--- config.mk ---
export PLATFORM = sky130hd
export DESIGN_NAME = decode_queue_stage
export DESIGN_NICKNAME = d
export VERILOG_FILES = /design/src/rtl/decode_queue_stage.sv
export SDC_FILE = /design/constraint.sdc
export NUM_CORES = 1
export LEC_CHECK = 0
export CAP_MARGIN = 5
export CORE_ASPECT_RATIO = 0.7
export CORE_MARGIN = 3
export CORE_UTILIZATION = 47
export CTS_CLUSTER_SIZE = 40
export DETAILED_ROUTE_END_ITERATION = 8
export GPL_ROUTABILITY_DRIVEN = 0
export PLACE_DENSITY = 0.82
export SYNTH_ARGS = -nofsm -noshare
export SYNTH_HDL_FRONTEND = slang
export SYNTH_SLANG_ARGS = --single-unit
--- constraint.sdc ---
create_clock -name clk -period 2.85 [get_ports clk]
set_input_delay 0.285 -clock clk [delete_from_list [all_inputs] [get_ports clk]]
set_output_delay 0.285 -clock clk [all_outputs]
set_load 0.02 [all_outputs]
--- src/rtl/decode_queue_stage.sv ---
// B32P decode stage: FIFO-buffered instruction queue feeding a
// registered field decoder with valid/ready on both sides and flush.
//
// Ports:
//   clk, reset (async, active-low), flush (sync discard)
//   in_valid/in_ready/in_instr/in_pc     : fetch side
//   out_valid/out_ready/out_pc + fields  : downstream side
//   count                                : FIFO occupancy (excl. output reg)
module decode_queue_stage #(
  parameter int DATA_WIDTH  = 32,
  parameter int QUEUE_DEPTH = 4,
  parameter int PC_WIDTH    = 27
) (
  input  logic                         clk,
  input  logic                         reset,
  input  logic                         flush,
  input  logic                         in_valid,
  output logic                         in_ready,
  input  logic [31:0]                  in_instr,
  input  logic [PC_WIDTH-1:0]          in_pc,
  output logic                         out_valid,
  input  logic                         out_ready,
  output logic [PC_WIDTH-1:0]          out_pc,
  output logic [3:0]                   instrOP,
  output logic [3:0]                   aluOP,
  output logic [2:0]                   branchOP,
  output logic [DATA_WIDTH-1:0]        constAlu,
  output logic [DATA_WIDTH-1:0]        constAluu,
  output logic [DATA_WIDTH-1:0]        const16,
  output logic [15:0]                  const16u,
  output logic [26:0]                  const27,
  output logic [3:0]                   areg,
  output logic [3:0]                   breg,
  output logic [3:0]                   dreg,
  output logic                         he,
  output logic                         oe,
  output logic                         sig,
  output logic [$clog2(QUEUE_DEPTH):0] count
);

  localparam int PW = $clog2(QUEUE_DEPTH);
  localparam int CW = PW + 1;
  localparam int XW = DATA_WIDTH - 16;

  logic [31:0]         mem_instr_q [QUEUE_DEPTH];
  logic [PC_WIDTH-1:0] mem_pc_q    [QUEUE_DEPTH];

  logic [PW-1:0] wr_ptr_q, wr_ptr_d;
  logic [PW-1:0] rd_ptr_q, rd_ptr_d;
  logic [CW-1:0] count_q, count_d;
  logic          en_q;

  logic                  out_valid_q, out_valid_d;
  logic [PC_WIDTH-1:0]   out_pc_q, out_pc_d;
  logic [3:0]            instr_op_q, instr_op_d;
  logic [3:0]            alu_op_q, alu_op_d;
  logic [2:0]            branch_op_q, branch_op_d;
  logic [DATA_WIDTH-1:0] const_alu_q, const_alu_d;
  logic [DATA_WIDTH-1:0] const_aluu_q, const_aluu_d;
  logic [DATA_WIDTH-1:0] const16_q, const16_d;
  logic [15:0]           const16u_q, const16u_d;
  logic [26:0]           const27_q, const27_d;
  logic [3:0]            areg_q, areg_d;
  logic [3:0]            breg_q, breg_d;
  logic [3:0]            dreg_q, dreg_d;
  logic                  he_q, he_d;
  logic                  oe_q, oe_d;
  logic                  sig_q, sig_d;

  logic                push;
  logic                pop;
  logic                fifo_empty;
  logic                load_en;
  logic                ld_fifo;
  logic                ld_byp;
  logic                wr_en;
  logic [31:0]         src_instr;
  logic [PC_WIDTH-1:0] src_pc;
  logic                arithc;

  // en_q keeps in_ready low until the first edge after reset release
  assign in_ready   = en_q && (count_q < CW'(QUEUE_DEPTH)) && !flush;
  assign push       = in_valid && in_ready;
  assign pop        = out_valid_q && out_ready;
  assign fifo_empty = (count_q == '0);
  assign load_en    = !out_valid_q || pop;
  assign ld_fifo    = load_en && !fifo_empty;
  // empty FIFO: the incoming word skips the queue
  assign ld_byp     = load_en && fifo_empty && push;
  assign wr_en      = push && !ld_byp;

  assign src_instr = ld_fifo ? mem_instr_q[rd_ptr_q] : in_instr;
  assign src_pc    = ld_fifo ? mem_pc_q[rd_ptr_q] : in_pc;
  assign arithc    = (src_instr[31:28] == 4'b0001);

  always_comb begin
    wr_ptr_d     = wr_ptr_q;
    rd_ptr_d     = rd_ptr_q;
    count_d      = count_q;
    out_valid_d  = out_valid_q;
    out_pc_d     = out_pc_q;
    instr_op_d   = instr_op_q;
    alu_op_d     = alu_op_q;
    branch_op_d  = branch_op_q;
    const_alu_d  = const_alu_q;
    const_aluu_d = const_aluu_q;
    const16_d    = const16_q;
    const16u_d   = const16u_q;
    const27_d    = const27_q;
    areg_d       = areg_q;
    breg_d       = breg_q;
    dreg_d       = dreg_q;
    he_d         = he_q;
    oe_d         = oe_q;
    sig_d        = sig_q;
    if (flush) begin
      wr_ptr_d    = '0;
      rd_ptr_d    = '0;
      count_d     = '0;
      out_valid_d = 1'b0;
    end else begin
      if (wr_en)   wr_ptr_d = wr_ptr_q + 1'b1;
      if (ld_fifo) rd_ptr_d = rd_ptr_q + 1'b1;
      count_d = count_q + CW'(wr_en) - CW'(ld_fifo);
      if (load_en) out_valid_d = ld_fifo || ld_byp;
      if (ld_fifo || ld_byp) begin
        out_pc_d     = src_pc;
        instr_op_d   = src_instr[31:28];
        alu_op_d     = src_instr[27:24];
        branch_op_d  = src_instr[3:1];
        const_alu_d  = {{XW{src_instr[23]}}, src_instr[23:8]};
        const_aluu_d = {{XW{1'b0}}, src_instr[23:8]};
        const16_d    = {{XW{src_instr[27]}}, src_instr[27:12]};
        const16u_d   = src_instr[27:12];
        const27_d    = src_instr[27:1];
        areg_d       = arithc ? src_instr[7:4] : src_instr[11:8];
        breg_d       = arithc ? 4'd0 : src_instr[7:4];
        dreg_d       = src_instr[3:0];
        he_d         = src_instr[8];
        oe_d         = src_instr[0];
        sig_d        = src_instr[0];
      end
    end
  end

  // storage needs no reset; count/pointers gate every read
  always_ff @(posedge clk) begin
    if (wr_en && !flush) begin
      mem_instr_q[wr_ptr_q] <= in_instr;
      mem_pc_q[wr_ptr_q]    <= in_pc;
    end
  end

  always_ff @(posedge clk or negedge reset) begin
    if (!reset) begin
      en_q         <= 1'b0;
      wr_ptr_q     <= '0;
      rd_ptr_q     <= '0;
      count_q      <= '0;
      out_valid_q  <= 1'b0;
      out_pc_q     <= '0;
      instr_op_q   <= '0;
      alu_op_q     <= '0;
      branch_op_q  <= '0;
      const_alu_q  <= '0;
      const_aluu_q <= '0;
      const16_q    <= '0;
      const16u_q   <= '0;
      const27_q    <= '0;
      areg_q       <= '0;
      breg_q       <= '0;
      dreg_q       <= '0;
      he_q         <= 1'b0;
      oe_q         <= 1'b0;
      sig_q        <= 1'b0;
    end else begin
      en_q         <= 1'b1;
      wr_ptr_q     <= wr_ptr_d;
      rd_ptr_q     <= rd_ptr_d;
      count_q      <= count_d;
      out_valid_q  <= out_valid_d;
      out_pc_q     <= out_pc_d;
      instr_op_q   <= instr_op_d;
      alu_op_q     <= alu_op_d;
      branch_op_q  <= branch_op_d;
      const_alu_q  <= const_alu_d;
      const_aluu_q <= const_aluu_d;
      const16_q    <= const16_d;
      const16u_q   <= const16u_d;
      const27_q    <= const27_d;
      areg_q       <= areg_d;
      breg_q       <= breg_d;
      dreg_q       <= dreg_d;
      he_q         <= he_d;
      oe_q         <= oe_d;
      sig_q        <= sig_d;
    end
  end

  assign out_valid = out_valid_q;
  assign out_pc    = out_pc_q;
  assign instrOP   = instr_op_q;
  assign aluOP     = alu_op_q;
  assign branchOP  = branch_op_q;
  assign constAlu  = const_alu_q;
  assign constAluu = const_aluu_q;
  assign const16   = const16_q;
  assign const16u  = const16u_q;
  assign const27   = const27_q;
  assign areg      = areg_q;
  assign breg      = breg_q;
  assign dreg      = dreg_q;
  assign he        = he_q;
  assign oe        = oe_q;
  assign sig       = sig_q;
  assign count     = count_q;

endmodule

# ---- Word-level counts from Yosys, hierarchy flattened
# Memories as Yosys holds them, arrays and structs flattened.
# Cells that the tools add are included.
dict set report classes {
  add_sub_neg 4
  n_lt_le_gt_ge 1
  eq_ne 1
  n_mux 13
  bitwise_logic 1
  n_reduce_logical 20
}
# cell n
set op_table {}
lappend op_table {{2-to-1 mux 32 bit} 1}
lappend op_table {{2-to-1 mux 27 bit} 1}
lappend op_table {{logical AND 1 bit} 9}
lappend op_table {{2-to-1 mux 2 bit} 4}
lappend op_table {{2-to-1 mux 4 bit} 2}
lappend op_table {{nonzero test 2 bit} 3}
lappend op_table {{adder 2 x 1 -> 2 bit (second input constant)} 2}
lappend op_table {{== test 4 x 1 -> 1 bit (second input constant)} 1}
lappend op_table {{logical NOT 1 bit} 4}
lappend op_table {{2-to-1 mux 1 bit} 4}
lappend op_table {{adder 3 x 1 -> 3 bit} 1}
lappend op_table {{logical NOT 3 bit} 1}
lappend op_table {{less-than comparator 3 bit (second input constant)} 1}
lappend op_table {{2-to-1 mux 3 bit} 1}
lappend op_table {{subtractor 3 x 1 -> 3 bit} 1}
lappend op_table {{logical OR 1 bit} 2}
lappend op_table {{AND reduction 2 bit} 1}
lappend op_table {{NOT 1 bit} 1}
dict set report totals {
  regBits 152
  ramBits 236
  in_bits 64
  output_inout_bits 197
  wordCells 61
  mem_count 2
}
# memory depth word_bits rd rd_clocked_by_memory_dff wr line_no
set memory_table {}
lappend memory_table {mem_instr_q 4 32 1 0 1 45} ;# logic [31:0] mem_instr_q [QUEUE_DEPTH];
lappend memory_table {mem_pc_q 4 27 1 0 1 46} ;# logic [PC_WIDTH-1:0] mem_pc_q [QUEUE_DEPTH];

# ---- Depth between registers and ports, before layout
dict set report depth {
  word_depth 10
  ltp_mapped 13
  mapped_depth_nobuf 12
}

# ---- Least setup slack after synthesis
# OpenSTA, ideal clock, no wires.
dict set report synth_timing {
  path_kind {reg2reg}
  start {register count_q[2] (netlist: count[2])}
  end {memory mem_instr_q[0][0], enable pin}
  setup_ns 0.423
  arrival_time_ns 2.923
  required_ns 2.427
  path_slack_ns -0.496
  path_stages_with_launch 5
  path_buffers 0
  synth_period_minus_slack_ns 3.346
  path_cell_list {dfrtp_1 > nor3b_1 > nand2_1 > a21oi_1 > and2_1}
}
dict set report synth_via {
  elab_chain_len 10
  elab_cells_between_ends 12
  classes_between {order compare: 1; mux: 2; reduce/logical: 9}
}
# item line_no
set synth_lines {}
lappend synth_lines {{start: declaration} 50} ;# logic [CW-1:0] count_q, count_d;
lappend synth_lines {{start signal: assignment} 180} ;# count_q <= count_d;
lappend synth_lines {{less-than comparator 3 bit *} 82} ;# assign in_ready = en_q && (count_q < CW'(QUEUE_DEPTH)) && !flush;
lappend synth_lines {{logical AND 1 bit * (2 in a row)} 82}
lappend synth_lines {{via in_ready} 18} ;# output logic in_ready,
lappend synth_lines {{logical AND 1 bit *} 83} ;# assign push = in_valid && in_ready;
lappend synth_lines {{logical AND 1 bit} 89} ;# assign ld_byp = load_en && fifo_empty && push;
lappend synth_lines {{logical NOT 1 bit} 90} ;# assign wr_en = push && !ld_byp;
lappend synth_lines {{logical AND 1 bit *} 90}
lappend synth_lines {{logical AND 1 bit *} 148} ;# if (wr_en && !flush) begin
lappend synth_lines {{2-to-1 mux 1 bit *} 148}
lappend synth_lines {{2-to-1 mux 1 bit (implied by the code) *} 149} ;# mem_instr_q[wr_ptr_q] <= in_instr;
lappend synth_lines {{end: declaration} 45}
# Mark *: on every way through the listed nets, which the timed path passes. The rest lies on a longest branch.

# ---- Worst setup path after layout
dict set report layout_timing {
  start {register count_q[2] (netlist: count[2])}
  end {register count_q[2] (netlist: count[2])}
}
dict set report layout_via {
  elab_chain_len 10
  elab_cells_between_ends 14
  classes_between {add/sub: 2; order compare: 1; mux: 1; reduce/logical: 10}
}
# item line_no
set layout_lines {}
lappend layout_lines {{less-than comparator 3 bit} 82}
lappend layout_lines {{logical AND 1 bit (2 in a row)} 82}
lappend layout_lines {{logical AND 1 bit} 83}
lappend layout_lines {{logical AND 1 bit} 89}
lappend layout_lines {{logical NOT 1 bit} 90}
lappend layout_lines {{logical AND 1 bit} 90}
lappend layout_lines {{adder 3 x 1 -> 3 bit} 124} ;# count_d = count_q + CW'(wr_en) - CW'(ld_fifo);
lappend layout_lines {{subtractor 3 x 1 -> 3 bit *} 124}
lappend layout_lines {{2-to-1 mux 3 bit *} 116} ;# if (flush) begin
lappend layout_lines {{via count_d[2]} 50}
# Marks and branches as above.
# A chain may end at the register's enable or synchronous reset.

==> flow_summary_export.csv <==
group,metric,value,unit
worst_setup_path,cp_max_fo,5,
worst_setup_path,cp-start-kind,"flop",
routing,via_per_inst,5.376,
floorplanning,num_io_pins,261,
timing,finClkSkew,15.34,ps
final_layout,utilization,59.33,%
min_path,hold_class,"in2async",
routing,drc_errors,0,
worst_setup_path,cp.arrival,2900,ps
worst_setup_path,critPathCaptureType,"flop",
floorplanning,die_w,204.3,um
yosys,synthTopCellsByArea,"edfxtp_1 (55%), dfrtp_1 (15%), mux4_2 (10%)",
power_and_ir_drop,finalPower,17.08,mW
clock_tree,clkTransAtPathRegs,60,ps
timing,rsz0062_at_grt,"false",
yosys,yosysTopAreaCell,"edfxtp_1",
final_layout,antenna_cells,0,
timing,drv_slew,0,
worst_setup_path,path_buf_inv,3,
global_routing,grt_pass1_vias,7368,
yosys,synth_warnings,0,
global_routing,grt_first_pass_wirelength,42.91,mm
power_and_ir_drop,p_leak,5.582,nW
power_and_ir_drop,irDropWorstVdd,0.7740,mV
final_layout,final_cells,1331,
routing,drt_iter0_markers,618,
timing,worst_pin_slew,673.3,ps
clock_tree,cts_made_buffers,29,
yosys,yosysUniqueCellTypes,36,
worst_setup_path,r2r_end,"count[2]$_DFF_PN0_",
yosys,synthesis.area,12930,um2
place,dp.final_hpwl,17.25,mm
worst_setup_path,required,3280,ps
worst_setup_path,cp_top_family,"adder cells",
clock_tree,cts_tree,"built",
worst_setup_path,reg2reg_depth,11,
routing,routed_wl,27.71,mm
clock_tree,htreeDepth,1,
final_layout,fillerInstances,2010,
final_layout,drive_gt1_share,14.89,%
power_and_ir_drop,power.density,1070,nW/um2
yosys,ys_seq_area_share,69.50,%
global_routing,grt_usage,18.71,%
yosys,synth_enable_flop_cells,236,
timing,finalHoldViolCount,0,
worst_setup_path,ff2ff_setup_slack,380,ps
worst_setup_path,rr_startpoint,"count[2]$_DFF_PN0_",
global_routing,antenna_found_initial,3,
global_routing,grt_overflow_total,0,
yosys,syn-instance-count,797,
floorplanning,chipHeight,144.8,um
floorplanning,die-area,29570,um2
yosys,synth-seq-cells,312,
worst_setup_path,path_class,"reg2reg",
routing,wire_per_inst,20.82,um
routing,drtPass1Iterations,4,
floorplanning,core_area,26900,um2
clock_tree,root_buffer,"clkbuf_16",
place,port_buffers,244,
timing,fin_crit,2469,ps
run_status,outcome,"completed",
clock_tree,ctsLongestPathBuffers,3,
clock_tree,clkLatencyLatePin,540,ps
final_layout,layout_common_cells,"clkdlybuf4s50_1 (243), edfxtp_1 (236), dfrtp_1 (74)",
yosys,synthDominantCellAreaShare,54.80,%
final_layout,nets,1016,
timing,setup_viol,0,
yosys,synth-main-ff-cell,"edfxtp_1",
routing,vias,7155,
global_routing,grt_start_max_net_pins,57,
timing,max_freq,405.1,MHz
yosys,async_flop_share,24.36,%
timing,final.period_utilization,86.62,%
floorplanning,start_util,48.07,%
worst_setup_path,critPathSlowestCell,"or3_2",
clock_tree,cts_sinks,312,
timing,finalSetupTns,0,ps
floorplanning,rows,50,
flow_run,maxCapViolations,0,
final_layout,layout_commonest_cell,"clkdlybuf4s50_1",
timing,slew_headroom,55.12,%
routing,ant_nets,0,
timing,whs,287.9,ps
yosys,avgSynthCellArea,16.23,um2
worst_setup_path,crit_chain,"or3_2, nand2_2, inv_2, ha_1, inv_1, ha_1, inv_1, fa_1, xor2_1, xnor2_1, nor2_1",
place,dp_cells,1277,
final_layout,layout-area-overhead-vs-synth,23.41,%
worst_setup_path,max_stage_delay,540,ps
==> layer usage <==
metal	track usage, %	vias to the layer above	wire length (um)
li1	-	3193	-
met1	26.65	3581	11880
met2	29.98	319	12960
met3	3.734	56	2119
met4	5.174	6	704
met5	0	-	50
==> synth_stat cells (all sizes together) (2+ instances only) <==
cell type  instances
edfxtp           236
buf              152
dfrtp             76
nand2             66
mux4              59
o21ai             59
o22ai             47
clkbuf            16
a21oi             11
nand3              9
a21o               8
ha                 6
inv                6
nor2               6
a211o              5
and2               5
mux2i              5
a22o               4
o221ai             4
xnor2              3
conb               2
nor2b              2
xor2               2
==> worst max-delay path by stage <==
stage / slack, ps / end / startpoint / depth (start not counted)
finish: 380 / count[2]$_DFF_PN0_ / count[2]$_DFF_PN0_ / 11
global route: 220 / count[2]$_DFF_PN0_ / count[2]$_DFF_PN0_ / 12
CTS: 390 / count[2]$_DFF_PN0_ / count[2]$_DFF_PN0_ / 11
detailed placement: 140 / count[2]$_DFF_PN0_ / flush / 13
global placement: 200 / count[2]$_DFF_PN0_ / flush / 13
floorplan: 170 / count[2]$_DFF_PN0_ / count[2]$_DFF_PN0_ / 12
==> report_power, final <==
group | internal [mW] | switching (mW) | total [mW] | leakage (nW)
clock | 2.12 | 1.62 | 3.74 | 0.454
combinational | 3.41 | 3.83 | 7.23 | 2.07
sequential | 5.49 | 0.607 | 6.10 | 3.06
total | 11.0 | 6.06 | 17.1 | 5.58
==> kinds of logic after synthesis <==
kind of cell	after synthesis	synth area share [%]
flip-flops	312	69.50
buffers and inverters	174	9.065
AO/OA/AOI/OAI	139	6.405
AND/OR/NAND/NOR	94	3.231
multiplexers	64	10.66
adder cells (fa/ha/maj)	7	0.7353
XOR/XNOR	5	0.3387
other	2	0.05807
==> sequential cells by signal, summed over array words and instances, names as in the netlist, 2 cells and up <==
signal,cells
breg,4
instrOP,4
areg,4
rd_ptr_q,2
count,3
mem_instr_q,128
wr_ptr_q,2
mem_pc_q,108
branchOP,2
aluOP,4
const27,5
out_pc,27
constAlu,15
==> repair_timing <==
item | 4_1_cts | 5_1_grt
hold buffers | 1 | 0
endpoints found under the hold margin | 38 | 0
resized for setup | 0 | 0
setup buffers | 0 | 0
==> metrics by stage <==
step / setup WS (ps) / instance area, um2
after floorplan: 174.1 / 13000
after global placement: 199.9 / 15030
after detailed placement: 144.1 / 15030
after CTS: 385.2 / 15960
after global routing: 221.2 / 15960
final: 381.2 / 15960
==> layout make-up <==
class / count / area (um2) / share of cell area (%)
clock buffer: 36 / 782.0 / 4.900
clock inverter: 17 / 138.9 / 0.8702
inverter: 6 / 22.52 / 0.1411
multi-input combinational: 326 / 2855 / 17.89
sequential: 312 / 8994 / 56.35
tap: 364 / 455.4 / 2.854
timing repair buffer: 270 / 2713 / 17.00
==> worst reg2reg max path, delay by kind of cell, from the launching register on <==
family / cells / cell delay [ps]
buf+inv: 3 / 140
xor+xnor: 2 / 320
fa+ha+maj: 3 / 770
simple gates: 3 / 690
flops: 1 / 440
(Power assumes the default switching activity.)
